===== src/rtl/cacheline_adapter.sv =====
// Adapts 256-bit cache line fills/writebacks to the arbiter's 4 x 64-bit burst protocol
// and reassembles tagged read-return beats into a full line.
module cacheline_adapter (
  input  logic         clk,
  input  logic         rst,
  input  logic [31:0]  dfp_addr,
  input  logic         dfp_read,
  input  logic         dfp_write,
  input  logic [255:0] dfp_wdata,
  output logic [255:0] dfp_rdata,
  output logic         dfp_resp,
  output logic         arb_request,
  output logic [31:0]  arb_addr,
  output logic         arb_read,
  output logic         arb_write,
  output logic [63:0]  arb_wdata,
  input  logic         arb_ready,
  input  logic [31:0]  bmem_raddr,
  input  logic [63:0]  bmem_rdata,
  input  logic         bmem_rvalid,
  output logic         write_complete
);

  localparam int unsigned LINE_W = 256;
  localparam int unsigned BEAT_W = 64;
  localparam int unsigned ADDR_W = 32;

  typedef enum logic [2:0] {IDLE, RD_REQ, RD_WAIT, WR_BURST, RESP} state_t;

  state_t              state_q;
  logic [1:0]          cnt_q;
  logic [ADDR_W-1:0]   line_q;
  logic [LINE_W-1:0]   wline_q;
  logic [LINE_W-1:0]   dfp_rdata_q;
  logic                dfp_resp_q;
  logic                arb_request_q;
  logic                arb_read_q;
  logic                arb_write_q;
  logic [ADDR_W-1:0]   arb_addr_q;
  logic [BEAT_W-1:0]   arb_wdata_q;

  logic [ADDR_W-1:0]   req_line;
  logic [1:0]          cnt_inc;
  logic                unused_addr_lsbs;

  assign req_line         = {dfp_addr[31:5], 5'b0};
  assign cnt_inc          = cnt_q + 2'd1;
  assign unused_addr_lsbs = ^dfp_addr[4:0];

  // Outputs are registered alongside the state they decode, so they track the next state.
  always_ff @(posedge clk) begin
    if (rst) begin
      state_q       <= IDLE;
      cnt_q         <= 2'd0;
      line_q        <= '0;
      wline_q       <= '0;
      dfp_rdata_q   <= '0;
      dfp_resp_q    <= 1'b0;
      arb_request_q <= 1'b0;
      arb_read_q    <= 1'b0;
      arb_write_q   <= 1'b0;
      arb_addr_q    <= '0;
      arb_wdata_q   <= '0;
    end else begin
      dfp_resp_q <= 1'b0;
      unique case (state_q)
        IDLE: begin
          if (dfp_write) begin
            state_q       <= WR_BURST;
            line_q        <= req_line;
            wline_q       <= dfp_wdata;
            cnt_q         <= 2'd0;
            arb_request_q <= 1'b1;
            arb_write_q   <= 1'b1;
            arb_addr_q    <= req_line;
            arb_wdata_q   <= dfp_wdata[BEAT_W-1:0];
          end else if (dfp_read) begin
            state_q       <= RD_REQ;
            line_q        <= req_line;
            arb_request_q <= 1'b1;
            arb_read_q    <= 1'b1;
            arb_addr_q    <= req_line;
          end
        end
        RD_REQ: begin
          if (arb_ready) begin
            state_q       <= RD_WAIT;
            cnt_q         <= 2'd0;
            arb_request_q <= 1'b0;
            arb_read_q    <= 1'b0;
            arb_addr_q    <= '0;
          end
        end
        RD_WAIT: begin
          // Beats tagged with another line belong to the other requester.
          if (bmem_rvalid && (bmem_raddr == line_q)) begin
            dfp_rdata_q[{cnt_q, 6'd0} +: BEAT_W] <= bmem_rdata;
            cnt_q <= cnt_inc;
            if (cnt_q == 2'd3) begin
              state_q    <= RESP;
              dfp_resp_q <= 1'b1;
            end
          end
        end
        WR_BURST: begin
          if (arb_ready) begin
            cnt_q <= cnt_inc;
            if (cnt_q == 2'd3) begin
              state_q       <= RESP;
              dfp_resp_q    <= 1'b1;
              arb_request_q <= 1'b0;
              arb_write_q   <= 1'b0;
              arb_addr_q    <= '0;
              arb_wdata_q   <= '0;
            end else begin
              arb_wdata_q <= wline_q[{cnt_inc, 6'd0} +: BEAT_W];
            end
          end
        end
        RESP: begin
          state_q <= IDLE;
        end
        default: begin
          state_q <= IDLE;
        end
      endcase
    end
  end

  // Only combinational output: flags the cycle the last write beat is accepted.
  assign write_complete = (state_q == WR_BURST) && (cnt_q == 2'd3) && arb_ready && !rst;

  assign dfp_rdata   = dfp_rdata_q;
  assign dfp_resp    = dfp_resp_q;
  assign arb_request = arb_request_q;
  assign arb_addr    = arb_addr_q;
  assign arb_read    = arb_read_q;
  assign arb_write   = arb_write_q;
  assign arb_wdata   = arb_wdata_q;

endmodule


===== config.mk =====
export PLATFORM = sky130hd
export DESIGN_NAME = cacheline_adapter
export DESIGN_NICKNAME = d
export VERILOG_FILES = /design/src/rtl/cacheline_adapter.sv
export SDC_FILE = /design/constraint.sdc
export NUM_CORES = 1
export LEC_CHECK = 0
export ABC_AREA = 0
export CORE_AREA = 3 3 288 290
export CTS_CLUSTER_SIZE = 16
export DETAILED_ROUTE_END_ITERATION = 10
export DIE_AREA = 0 0 291 293
export GPL_TIMING_DRIVEN = 0
export SETUP_SLACK_MARGIN = 0.15
export SYNTH_ARGS = -nofsm -noshare
export SYNTH_HDL_FRONTEND = slang
export SYNTH_SLANG_ARGS = --single-unit

===== constraint.sdc =====
create_clock -name clk -period 3.35 [get_ports clk]
set_input_delay 0.335 -clock clk [delete_from_list [all_inputs] [get_ports clk]]
set_output_delay 0.335 -clock clk [all_outputs]
set_load 0.005 [all_outputs]

* Yosys cells after proc, flatten, opt, wreduce, memory -nomap -nowiden
Cells that the tools add are included.
** Cells by class
- Reduce and logical (&&, ||, !) cells :: 20
- Add/sub/neg operators :: 2
- Multiplexer cells :: 37
- Eq/ne operators :: 13
- Shifts and indexed selects :: 3
** Operator list (count)
- bitwise mux 256 bit :: 1
- variable shift 64 x 10 -> 256 bit (first input constant) :: 1
- variable part select 256 x 9 -> 64 bit :: 1
- variable part select 64 x 10 -> 256 bit :: 1
- 2-to-1 mux 64 bit :: 3
- 2-to-1 mux 32 bit :: 5
- case mux 64 bit (2 select lines) :: 1
- case mux 32 bit (3 select lines) :: 1
- == test 32 bit :: 1
- 2-to-1 mux 3 bit :: 6
- inequality test 2 bit (second input constant) :: 7
- case mux 3 bit (4 select lines) :: 1
- AND reduction 4 bit :: 3
- 2-to-1 mux 1 bit :: 10
- negator 8 -> 10 bit :: 1
- AND reduction 5 bit :: 2
- 2-to-1 mux 2 bit :: 4
- case mux 2 bit (4 select lines) :: 1
- == test 3 x 2 -> 1 bit (second input constant) :: 2
- case mux 1 bit (2 select lines) :: 3
- AND reduction 2 bit :: 3
- nonzero test 2 bit :: 3
- logical AND 1 bit :: 4
- nonzero test 4 bit :: 1
- 9 further kinds :: 9
** Storage, ports and cells
- Bits in registers :: 649
- Word-level logic and storage cells :: 86
- Input port bits :: 390
- Output and inout port bits :: 357

* Longest topological paths before layout
Gate-level depths: netlist of run 1.
- Word-level depth :: 5
- Mapped depth :: 11
- Depth with buffers taken out :: 7

* Worst setup path before layout of run 1
No wires, ideal clock.
- Kind :: register to register
- From :: register cnt_q[0]
- To :: register arb_wdata_q[34] (netlist: arb_wdata[34])
- Arrival :: 2.360 ns
- Required time :: 3.212 ns
- Clock period less this slack :: 2.498 ns
- Cell stages (with the launch flop) :: 11
- Setup time :: 0.138 ns
- Slack :: 0.852 ns
- Path through :: dfxtp_1 buf_2 buf_4 inv_1 ha_1 clkbuf_1 buf_2 clkbuf_1 mux4_2 a22oi_1 a211oi_1
** On the way
- Longest elaborated chain between the ends :: 5
** RTL lines
- from (decl) :: RTL line 31 : logic [1:0] cnt_q;
- from (signal assigned) :: RTL line 98 : cnt_q <= cnt_inc;
- from (signal assigned) :: RTL line 107 : cnt_q <= cnt_inc;
- adder 2 x 1 -> 2 bit :: RTL line 47 : assign cnt_inc = cnt_q + 2'd1;
- variable part select 256 x 9 -> 64 bit :: RTL line 116 : arb_wdata_q <= wline_q[{cnt_inc, 6'd0} +: BEAT_W];
- 2-to-1 mux 64 bit * :: RTL line 108 : if (cnt_q == 2'd3) begin
- 2-to-1 mux 64 bit * :: RTL line 106 : if (arb_ready) begin
- case mux 64 bit (2 select lines) * :: RTL line 66 : unique case (state_q)
- to (signal assigned) :: RTL line 76 : arb_wdata_q <= dfp_wdata[BEAT_W-1:0];
- to (signal assigned) :: RTL line 116
- to (decl) :: RTL line 40 : logic [BEAT_W-1:0] arb_wdata_q;
Mark *: on every way between the ends. The rest lies on a longest branch, timed or not. The select of a mux whose other input is x is not followed.
A chain may end at the register's enable or synchronous reset.

* Final worst setup path of run 1
- From :: register state_q[2]
- To :: register wline_q[99]
** On the way
- Longest elaborated chain between the ends :: 2
** RTL lines
- from (decl) :: RTL line 30 : state_t state_q;
- from (signal assigned) :: RTL line 53 : state_q <= IDLE;
- from (signal assigned) :: RTL line 69 : state_q <= WR_BURST;
- from (signal assigned) :: RTL line 78 : state_q <= RD_REQ;
- logical NOT 3 bit :: RTL line 66
- AND reduction 2 bit (no line)
- to (signal assigned) :: RTL line 71 : wline_q <= dfp_wdata;
- to (decl) :: RTL line 33 : logic [LINE_W-1:0] wline_q;
No other way between the ends.

==> results.md, run 1 <==
* Final hold vios at 0
* Worst path required time at 3900 ps
* Count leader, synth: nand2_1
* CTS tree: done
* Number of placement rows at 104
* Final instance area at 36210 sq um
* Max_slew headroom at 0.1574
* Die footprint at 85260 sq um
* Clock Path Buffers at 3
* Final setup vio count at 0
* Sequential area share after synthesis at 0.5128
* Vias post-DR at 24990
* Sw frac at 0.3170
* Total GRT Usage at 0.2623
* Pwr Total at 22.28 mW
* Worst-Skew Late Latency at 640 ps
* Routed WL at 117.0 mm
* I/O Buffers at 735
* CP most frequent cell: buf_2
* Largest area contributor in the netlist: dfxtp_1
* Post-route minimum period at 3059 ps
* WL per Instance at 23.91 um
* Post-Synthesis Cells at 2940
* Vias in the first global route at 24310
* Vias per std cell at 5.107
* CTS clk-pin slew, worst paths at 60 ps
* Synth area leaders: dfxtp_1, nand2_1, a21oi_1, mux4_2, nand3_1
* Max VDD drop at 0.3981 mV
* Worst-Margin Slew at 1259 ps
* Setup TNS at 0 ps
* Placed Cells incl. Taps at 4740
* 1st-pass router iterations at 5
* Hpwl dp at 89.91 mm
* Crit path cell chain: buf_2, nor3_1, and2_1, clkbuf_1, buf_1, buf_2, nand2_1, a21oi_1
* Synth top cells by count: nand2_1, dfxtp_1, a21oi_1, nand3_1, clkbuf_1
* Fill cell total of the finished layout at 7973
* Nets@finish at 4160
* Worst-path maximum fanout at 10
* GR Layer Usage met2 at 0.4325
* Core area at 80550 sq um
* Hold-fix buffers, CTS at 0
* Synth async-reset ratio at 0
* Number of remaining DRC errors at 0
* F_max at 326.9 MHz
* Antenna viol nets, final at 0
* H-tree levels at 3
* Gr busiest metal: met2
* Setup CP Type: reg -> reg
* Final slew viol count at 0
* Critical path's largest stage delay at 840 ps
* Initial antenna violation count at 26
* Die Wd at 291 um
* Hold crit path type: in -> reg
* Clock Skews at 29.22 ps
* Layout cell share with drive strength beyond 1 at 0.08150
* Top_reg_cell synth: dfxtp_1
* Flop pwr share at 0.405
* Met1 usage at 0.3263
* Period utilization at 0.9133
* P_leak at 12.45 nW
* Crit. End Element: flop
* Gr ovfl total at 0
* Clk pwr share at 0.358
* Post-synthesis cell type count at 45
* CP max-delay cell: buf_1
* GR Layer Usage met3 at 0.06508
* Initial core utilization at 0.3097
* Post-synthesis register bit count at 639
* Ys Warns at 0
* Clock sink count at 639
* Area delta synth->final at 45.14%
* Top cell type's share of synthesized area at 0.5128
* First-pass GRT wire length at 166.7 mm
* Max Cap Viol at 0
* Status: completed
* Dpl cell area at 33670 sq um
* RD Place Congestion at 0.9003
* Combinational Power Share at 0.237
* Syn avg cell area at 8.486 sq um
* P_sw at 7.063 mW
* Netlist Area Pre-Place at 24950 sq um
* CP startpoint kind: flop
* Largest net degree at the start of global routing at 14
* Internal at 15.22 mW
* Clk root buf: clkbuf_16
* WP data arrival at 3610 ps
* Die Height at 293 um
* Top-level port count at 747
* Pwr/cell area at 615.3 nW/um^2
* Iteration-0 DRC Markers at 1893
* EDFF count, synth at 0
* TritonCTS Buffers at 74
* Final Non-Filler Cells at 4893
* RSZ-0062 raised after global routing: false
## final cells by class
| class | instances | area, sq um | share of cell area |
|---|---|---|---|
| inverter | 9 | 33.78 | 0.0009330 |
| sequential | 639 | 12790 | 0.3533 |
| multi-input combinational | 2029 | 10890 | 0.3007 |
| buffer | 267 | 1349 | 0.03725 |
| clock buffer | 105 | 2078 | 0.05739 |
| antenna | 17 | 42.54 | 0.001175 |
| tap | 1060 | 1326 | 0.03663 |
| timing repair buffer | 744 | 7423 | 0.2050 |
| clock inverter | 23 | 276.5 | 0.007636 |
## through the flow
| step | hold slack, ps | utilization | setup slack [ps] |
|---|---|---|---|
| after detailed placement | 442.3 | 0.4180 | -458.8 |
| after global placement | 437.5 | 0.4177 | -1084 |
| after floorplan | 433.1 | - | 852.1 |
| after CTS | 212.5 | 0.4485 | 99.98 |
| after global routing | 234.7 | 0.4494 | 175.7 |
| final | 252.6 | 0.4495 | 290.6 |
## power groups by stage
stage	combinational, mW	sequential [mW]	clock [mW]
5_1_grt	5.75	9.11	8.42
4_1_cts	5.30	9.01	8.11
3_3_place_gp	5.22	9.15	0
2_1_floorplan	2.74	9.02	0
3_5_place_dp	5.26	9.17	0
6_report	5.29	9.02	7.97
## final timing paths
kind / startpoint / to / slack (ps) / cells after the start
worst min register to register: dfp_rdata[113] / dfp_rdata[113] / 450 / 2
worst max register to register: state_q[2] / wline_q[99] / 290 / 8
worst max-delay path: state_q[2] / wline_q[99] / 290 / 8
worst min-delay path: rst / cnt_q[1] / 250 / 3
## sequential cells by signal, summed over array words and instances, names as in the netlist
signal	cells
arb_request	1
dfp_resp	1
cnt_q	2
dfp_rdata	256
arb_write	1
arb_wdata	64
state_q	3
wline_q	256
arb_addr	27
line_q	27
arb_read	1
## metal layers
metal	up-vias	routed length, um	part of all wire
li1	11760	-	-
met4	12	5204	0.044
met5	-	75	0.00064
met1	11970	47470	0.41
met2	1020	54970	0.47
met3	226	9296	0.079
## worst max-delay path: cells and delay by family (launching register included)
family | cells | cell delay, ps
flops | 1 | 290
compound gates | 1 | 160
buf+inv | 4 | 1700
simple gates | 3 | 840
## layout by cell type (no fill, tap or decap), types with 11 or more instances in the layout
master | synthesis | routed
clkbuf_1 | 172 | 171
xor2_1 | 12 | 12
buf_2 | 57 | 58
clkbuf_2 | 1 | 16
clkbuf_16 | 0 | 74
diode_2 | 0 | 17
nor2_1 | 70 | 70
clkbuf_8 | 0 | 11
dfxtp_1 | 639 | 639
a21oi_1 | 545 | 545
clkinv_2 | 0 | 11
nand2_1 | 834 | 834
a211oi_1 | 64 | 64
mux4_2 | 64 | 64
clkdlybuf4s50_1 | 0 | 734
a22o_1 | 26 | 26
a22oi_1 | 64 | 64
nand3_1 | 256 | 256
buf_4 | 10 | 17
buf_6 | 24 | 27
## kinds of logic after synthesis
| group | synth area share |
|---|---|
| AOI/OAI and AO/OA | 0.1617 |
| xor gates and xnor gates | 0.007021 |
| adders and majority gates | 0.003009 |
| buffers and inverters | 0.05316 |
| DFF | 0.5128 |
| muxes | 0.05778 |
| other | 0.0001503 |
| and+or+nand+nor | 0.2044 |
## timing repair
action | in CTS | in global routing
hold endpoints to repair | 0 | 0
endpoints found under the setup margin | 313 | 349
resized for setup | 29 | 21
buffers inserted | 5 | 3
pin swaps | 1 | 1
Power figures use the tool's default switching activity.
==> inputs of run 2 (changes only) <==
--- a/config.mk
+++ b/config.mk
@@ -11,7 +11,9 @@
 export DETAILED_ROUTE_END_ITERATION = 10
 export DIE_AREA = 0 0 291 293
 export GPL_TIMING_DRIVEN = 0
+export HOLD_SLACK_MARGIN = 0.12
 export SETUP_SLACK_MARGIN = 0.15
+export SKIP_LAST_GASP = 1
 export SYNTH_ARGS = -nofsm -noshare
 export SYNTH_HDL_FRONTEND = slang
 export SYNTH_SLANG_ARGS = --single-unit
==> constraint.sdc (replaced) <==
create_clock -name clk -period 3.5 [get_ports clk]
set_input_delay 0.35 -clock clk [delete_from_list [all_inputs] [get_ports clk]]
set_output_delay 0.35 -clock clk [all_outputs]
set_load 0.005 [all_outputs]
==> run 2 against run 1 <==
Effect of this change: power shrank 4.3%; first-iteration DRC count shrank 4.5%; via count is essentially flat; clock power shrank 4.3%; global-route usage is essentially flat; combinational power shrank 4.5%; sequential share of layout area grew 0.077 points; clock-buffer cell count is the same; wire length is essentially flat; die area is the same; critical endpoint is now dfp_rdata[35]; largest power group unchanged; highest routed layer unchanged.
==> results.md, run 2 (synthesized netlist as in run 1, its figures left out) <==
* Status: completed
* Max VDD drop at 0.3837 mV
* Storage cell area at 12790 sq um
* CP max-delay cell: nand4_1
* CP startpoint kind: flop
* F_max at 313.0 MHz
* Initial core utilization at 0.3097
* WP data arrival at 3660 ps
* H-tree levels at 3
* RD Place Congestion at 0.9003
* 1st-pass router iterations at 6
* Pre-CTS setup slack at -323.8 ps
* Clk root buf: clkbuf_16
* Top-level port count at 747
* Top delay family on crit path: simple AND/OR/NAND/NOR gates
* Iteration-0 DRC Markers at 1808
* Nets@finish at 4153
* Antenna viol nets, final at 0
* Commonest non-fill, non-tap cell in the layout: nand2_1
* Post-route minimum period at 3195 ps
* Worst path required time at 3970 ps
* Gr ovfl total at 0
* Final Util at 0.4486
* Crit. End Element: flop
* Total GRT Usage at 0.2622
* CTS tree: done
* Hpwl dp at 89.91 mm
* Layout cell share with drive strength beyond 1 at 0.07929
* Hold Path Cell Cnt at 3
* Dpl cell area at 33670 sq um
* Crit path cell chain: buf_2, buf_4, inv_1, ha_1, nand2_1, nor4_1, nand4_1, clkbuf_1, nand2_1, a21oi_1
* Worst-Margin Slew at 1253 ps
* Buf+Inv Stages, Crit Path at 4
* WL per Instance at 23.94 um
* Critical path's largest stage delay at 760 ps
* Vias in the first global route at 24290
* P_leak at 12.42 nW
* Final slew viol count at 0
* Vias per std cell at 5.112
* WP depth at 10
* Final hold vios at 0
* CTS clk-pin slew, worst paths at 60 ps
* Clock Skews at 33.85 ps
* Final instance area at 36130 sq um
* Worst-Skew Late Latency at 640 ps
* Die footprint at 85260 sq um
* Initial antenna violation count at 27
* Number of remaining DRC errors at 0
* Area delta synth->final at 44.83%
* R2r setup slk at 310 ps
* Core area at 80550 sq um
* Area occupied by multi-input gates at 10880 sq um
* Commonest non-fill, non-tap cells in the layout: nand2_1, clkdlybuf4s50_1, dfxtp_1
* Number of placement rows at 104
* CP most frequent cell: nand2_1
* Clock sink count at 639
* RSZ-0062 raised after global routing: true
* First-pass GRT wire length at 166.6 mm
* Placed Cells incl. Taps at 4740
* Routed WL at 116.9 mm
* Clock Path Buffers at 3
* Worst-path maximum fanout at 10
* Largest net degree at the start of global routing at 14
* Hold crit path type: in -> reg
* Final setup vio count at 0
* Setup CP Type: reg -> reg
* Final Non-Filler Cells at 4884
* I/O Buffers at 735
* Pwr/cell area at 589.9 nW/um^2
* Final worst setup slack at 305.4 ps
* Max_slew headroom at 0.1616
* Depth of the most critical reg-to-reg path at 10
* Max Cap Viol at 0
* Setup TNS at 0 ps
* Vias post-DR at 24970
* Die Wd at 291 um
* Fill cell total of the finished layout at 7985
* TritonCTS Buffers at 74
* Die Height at 293 um
* Period utilization at 0.9127
run 2: worst paths after layout:
path | start | endpoint
max | cnt_q[0] | dfp_rdata[35]
min | rst | cnt_q[1]
max reg2reg | cnt_q[0] | dfp_rdata[35]
min reg2reg | dfp_rdata[113] | dfp_rdata[113]
run 2: area by class of cell:
class | instances | share of cell area
multi-input cells | 2029 | 0.3012
diodes | 15 | 0.001039
well taps | 1060 | 0.03671
repair buffers | 737 | 0.2041
plain buffers | 267 | 0.03681
flip-flops and latches | 639 | 0.3541
clock inverters | 23 | 0.007653
inverters | 9 | 0.0009350
clock buffers | 105 | 0.05752
run 2: per-stage QoR:
stage	total power, mW	hold slack, ps
5_1_grt	22.27	249.7
2_1_floorplan	11.25	433.1
6_report	21.32	260.9
3_5_place_dp	13.81	442.3
4_1_cts	21.45	227.5
3_3_place_gp	13.75	437.5
run 2: tightest hold or removal path, stage by stage:
cell and delay, ps:
clkbuf_1 240, or3b_2 180, o32ai_1 60
run 2: repair_timing:
| action | 4_1_cts | 5_1_grt |
|---|---|---|
| setup buffers | 0 | 1 |
| gates resized for setup | 17 | 29 |
| hold buffers | 0 | 0 |
| pin swaps | 0 | 1 |
| setup endpoints to repair | 215 | 131 |
run 2: per-layer routing:
| metal | track usage | share of wire | routed length, um | up-vias |
|---|---|---|---|---|
| li1 | - | - | - | 11750 |
| met5 | 0 | 0.00077 | 90 | - |
| met3 | 0.06523 | 0.077 | 8985 | 222 |
| met4 | 0.1141 | 0.044 | 5094 | 14 |
| met1 | 0.3261 | 0.41 | 47620 | 11990 |
| met2 | 0.4322 | 0.47 | 55150 | 988 |
run 2: power breakdown:
| part | internal (mW) | total, mW | switching [mW] |
|---|---|---|---|
| clock network | 4.34 | 7.63 | 3.30 |
| logic | 2.11 | 5.05 | 2.94 |
| registers | 8.12 | 8.63 | 0.514 |
==> inputs of run 3 (changes only) <==
--- a/config.mk
+++ b/config.mk
@@ -11,9 +11,9 @@
 export DETAILED_ROUTE_END_ITERATION = 10
 export DIE_AREA = 0 0 291 293
 export GPL_TIMING_DRIVEN = 0
-export HOLD_SLACK_MARGIN = 0.12
 export SETUP_SLACK_MARGIN = 0.15
 export SKIP_LAST_GASP = 1
 export SYNTH_ARGS = -nofsm -noshare
 export SYNTH_HDL_FRONTEND = slang
 export SYNTH_SLANG_ARGS = --single-unit
+export TNS_END_PERCENT = 20
==> run 3 against run 2 <==
Effect of this change: sequential power about the same; maximum frequency down 2.4%; global-route usage unchanged; power about the same; cell area about the same; largest power group unchanged; first-iteration DRC count down 0.83%; hold slack better by 0.87 ps; wire length about the same.
==> results.md, run 3 (synthesized netlist as in run 1, its figures left out) <==
* Final Non-Filler Cells at 4884
* Largest net degree at the start of global routing at 14
* Clock Skews at 30.80 ps
* H-tree levels at 3
* Antenna viol nets, final at 0
* Post-route minimum period at 3274 ps
* 1st-pass router iterations at 7
* Fill cell total of the finished layout at 7985
* Nets@finish at 4152
* CP max-delay cell: dlygate4sd2_1
* Final setup vio count at 0
* CP most frequent cell: buf_2
* Commonest non-fill, non-tap cell in the layout: nand2_1
* Total GRT Usage at 0.2622
* Worst-Margin Slew at 1277 ps
* Vias post-DR at 24830
* Post-CTS setup repair buffer count at 0
* Commonest non-fill, non-tap cells in the layout: nand2_1, clkdlybuf4s50_1, dfxtp_1
* Area occupied by multi-input gates at 10880 sq um
* Initial antenna violation count at 27
* Placed Cells incl. Taps at 4740
* Critical path's largest stage delay at 380 ps
* Worst-path maximum fanout at 10
* Clk root buf: clkbuf_16
* Clock Path Buffers at 3
* Max_slew headroom at 0.1486
* Final slew viol count at 0
* Hold crit path type: in -> reg
* Vias per std cell at 5.084
* CTS tree: done
* I/O Buffers at 735
* Area delta synth->final at 44.75%
* RD Place Congestion at 0.9003
* Crit path cell chain: buf_2, nor2b_1, nand2_1, clkbuf_4, buf_2, nor4_4, dlygate4sd2_1
* Max Cap Viol at 0
* Hold_ws at 261.8 ps
* Final hold vios at 0
* Number of remaining DRC errors at 0
* Gr busiest metal: met2
* Setup CP Type: reg -> out
* TritonCTS Buffers at 74
* First-pass GRT wire length at 166.6 mm
* Top delay family on crit path: buffers and inverters
* CP startpoint kind: flop
* Worst-Skew Late Latency at 640 ps
* GR Layer Usage met3 at 0.06523
* Vias in the first global route at 24290
* Top-level port count at 747
* Core area at 80550 sq um
* WP data arrival at 2920 ps
* Status: completed
* F_max at 305.5 MHz
* Die footprint at 85260 sq um
* Pwr/cell area at 590.2 nW/um^2
* Storage cell area at 12790 sq um
* Iteration-0 DRC Markers at 1793
* Crit. End Element: output pin
* Met1 usage at 0.3261
* Die Height at 293 um
* CTS clk-pin slew, worst paths at 60 ps
* Layout cell share with drive strength beyond 1 at 0.07721
* Number of placement rows at 104
* Max VDD drop at 0.3804 mV
* Clock sink count at 639
* Hpwl dp at 89.91 mm
* Worst path required time at 3150 ps
* RSZ-0062 raised after global routing: true
* WL per Instance at 23.95 um
* Pwr Total at 21.31 mW
* Buf+Inv Stages, Crit Path at 4
* GR Layer Usage met2 at 0.4322
* Period utilization at 0.9353
* Initial core utilization at 0.3097
* P_leak at 12.39 nW
* Routed WL at 117.0 mm
* Gr ovfl total at 0
* Die Wd at 291 um
run 3: cell count changes in the layout (fill, tap and decap cells not counted), sizes merged:
cell    change
clkbuf      +1
diode       +1
buf         -2
run 3: power breakdown:
part,internal [mW],switching (mW),total [mW]
logic,2.10,2.94,5.05
registers,8.12,0.515,8.63
clock network,4.34,3.30,7.63
run 3: metal layers:
layer | up-vias | share of wire
met5 | - | 0.00077
met4 | 14 | 0.043
met3 | 214 | 0.077
met2 | 987 | 0.47
met1 | 11880 | 0.41
li1 | 11740 | -
run 3: area by class of cell:
cell class,count,share of cell area
timing repair buffer,736,0.2040
buffer,267,0.03649
multi-input combinational,2029,0.3013
tap,1060,0.03673
sequential,639,0.3543
clock buffer,105,0.05755
antenna,16,0.001109
clock inverter,23,0.007657
inverter,9,0.0009355
run 3: worst min-delay path, cell delays in order:
cell	delay (ps)
clkbuf_1	240
or3b_2	180
o32ai_1	60
run 3: metrics by stage:
| stage | instance area [sq um] | util | setup slack (ps) | TNS [ps] |
|---|---|---|---|---|
| after CTS | 36060 | 0.4477 | 143.5 | 0 |
| after global placement | 33650 | 0.4177 | -934.2 | -105320 |
| after global routing | 36100 | 0.4482 | 58.94 | 0 |
| after floorplan | 24960 | - | 1002 | 0 |
| after detailed placement | 33670 | 0.4180 | -323.8 | -67270 |
| final | 36110 | 0.4483 | 226.4 | 0 |
run 3: path summary, 6_finish.rpt:
path | end | cells after the start | slack (ps) | startpoint
hold reg to reg | dfp_rdata[92] | 2 | 450 | dfp_rdata[92]
setup reg to reg | arb_wdata[34] | 10 | 250 | cnt_q[0]
hold / removal | cnt_q[1] | 3 | 260 | rst
setup / recovery | write_complete | 7 | 230 | state_q[1]
run 3: repair_timing:
action	in CTS	in global routing
setup endpoints to repair	215	131
gates resized for setup	17	11
hold buffers	0	0
endpoints found under the hold margin	0	0
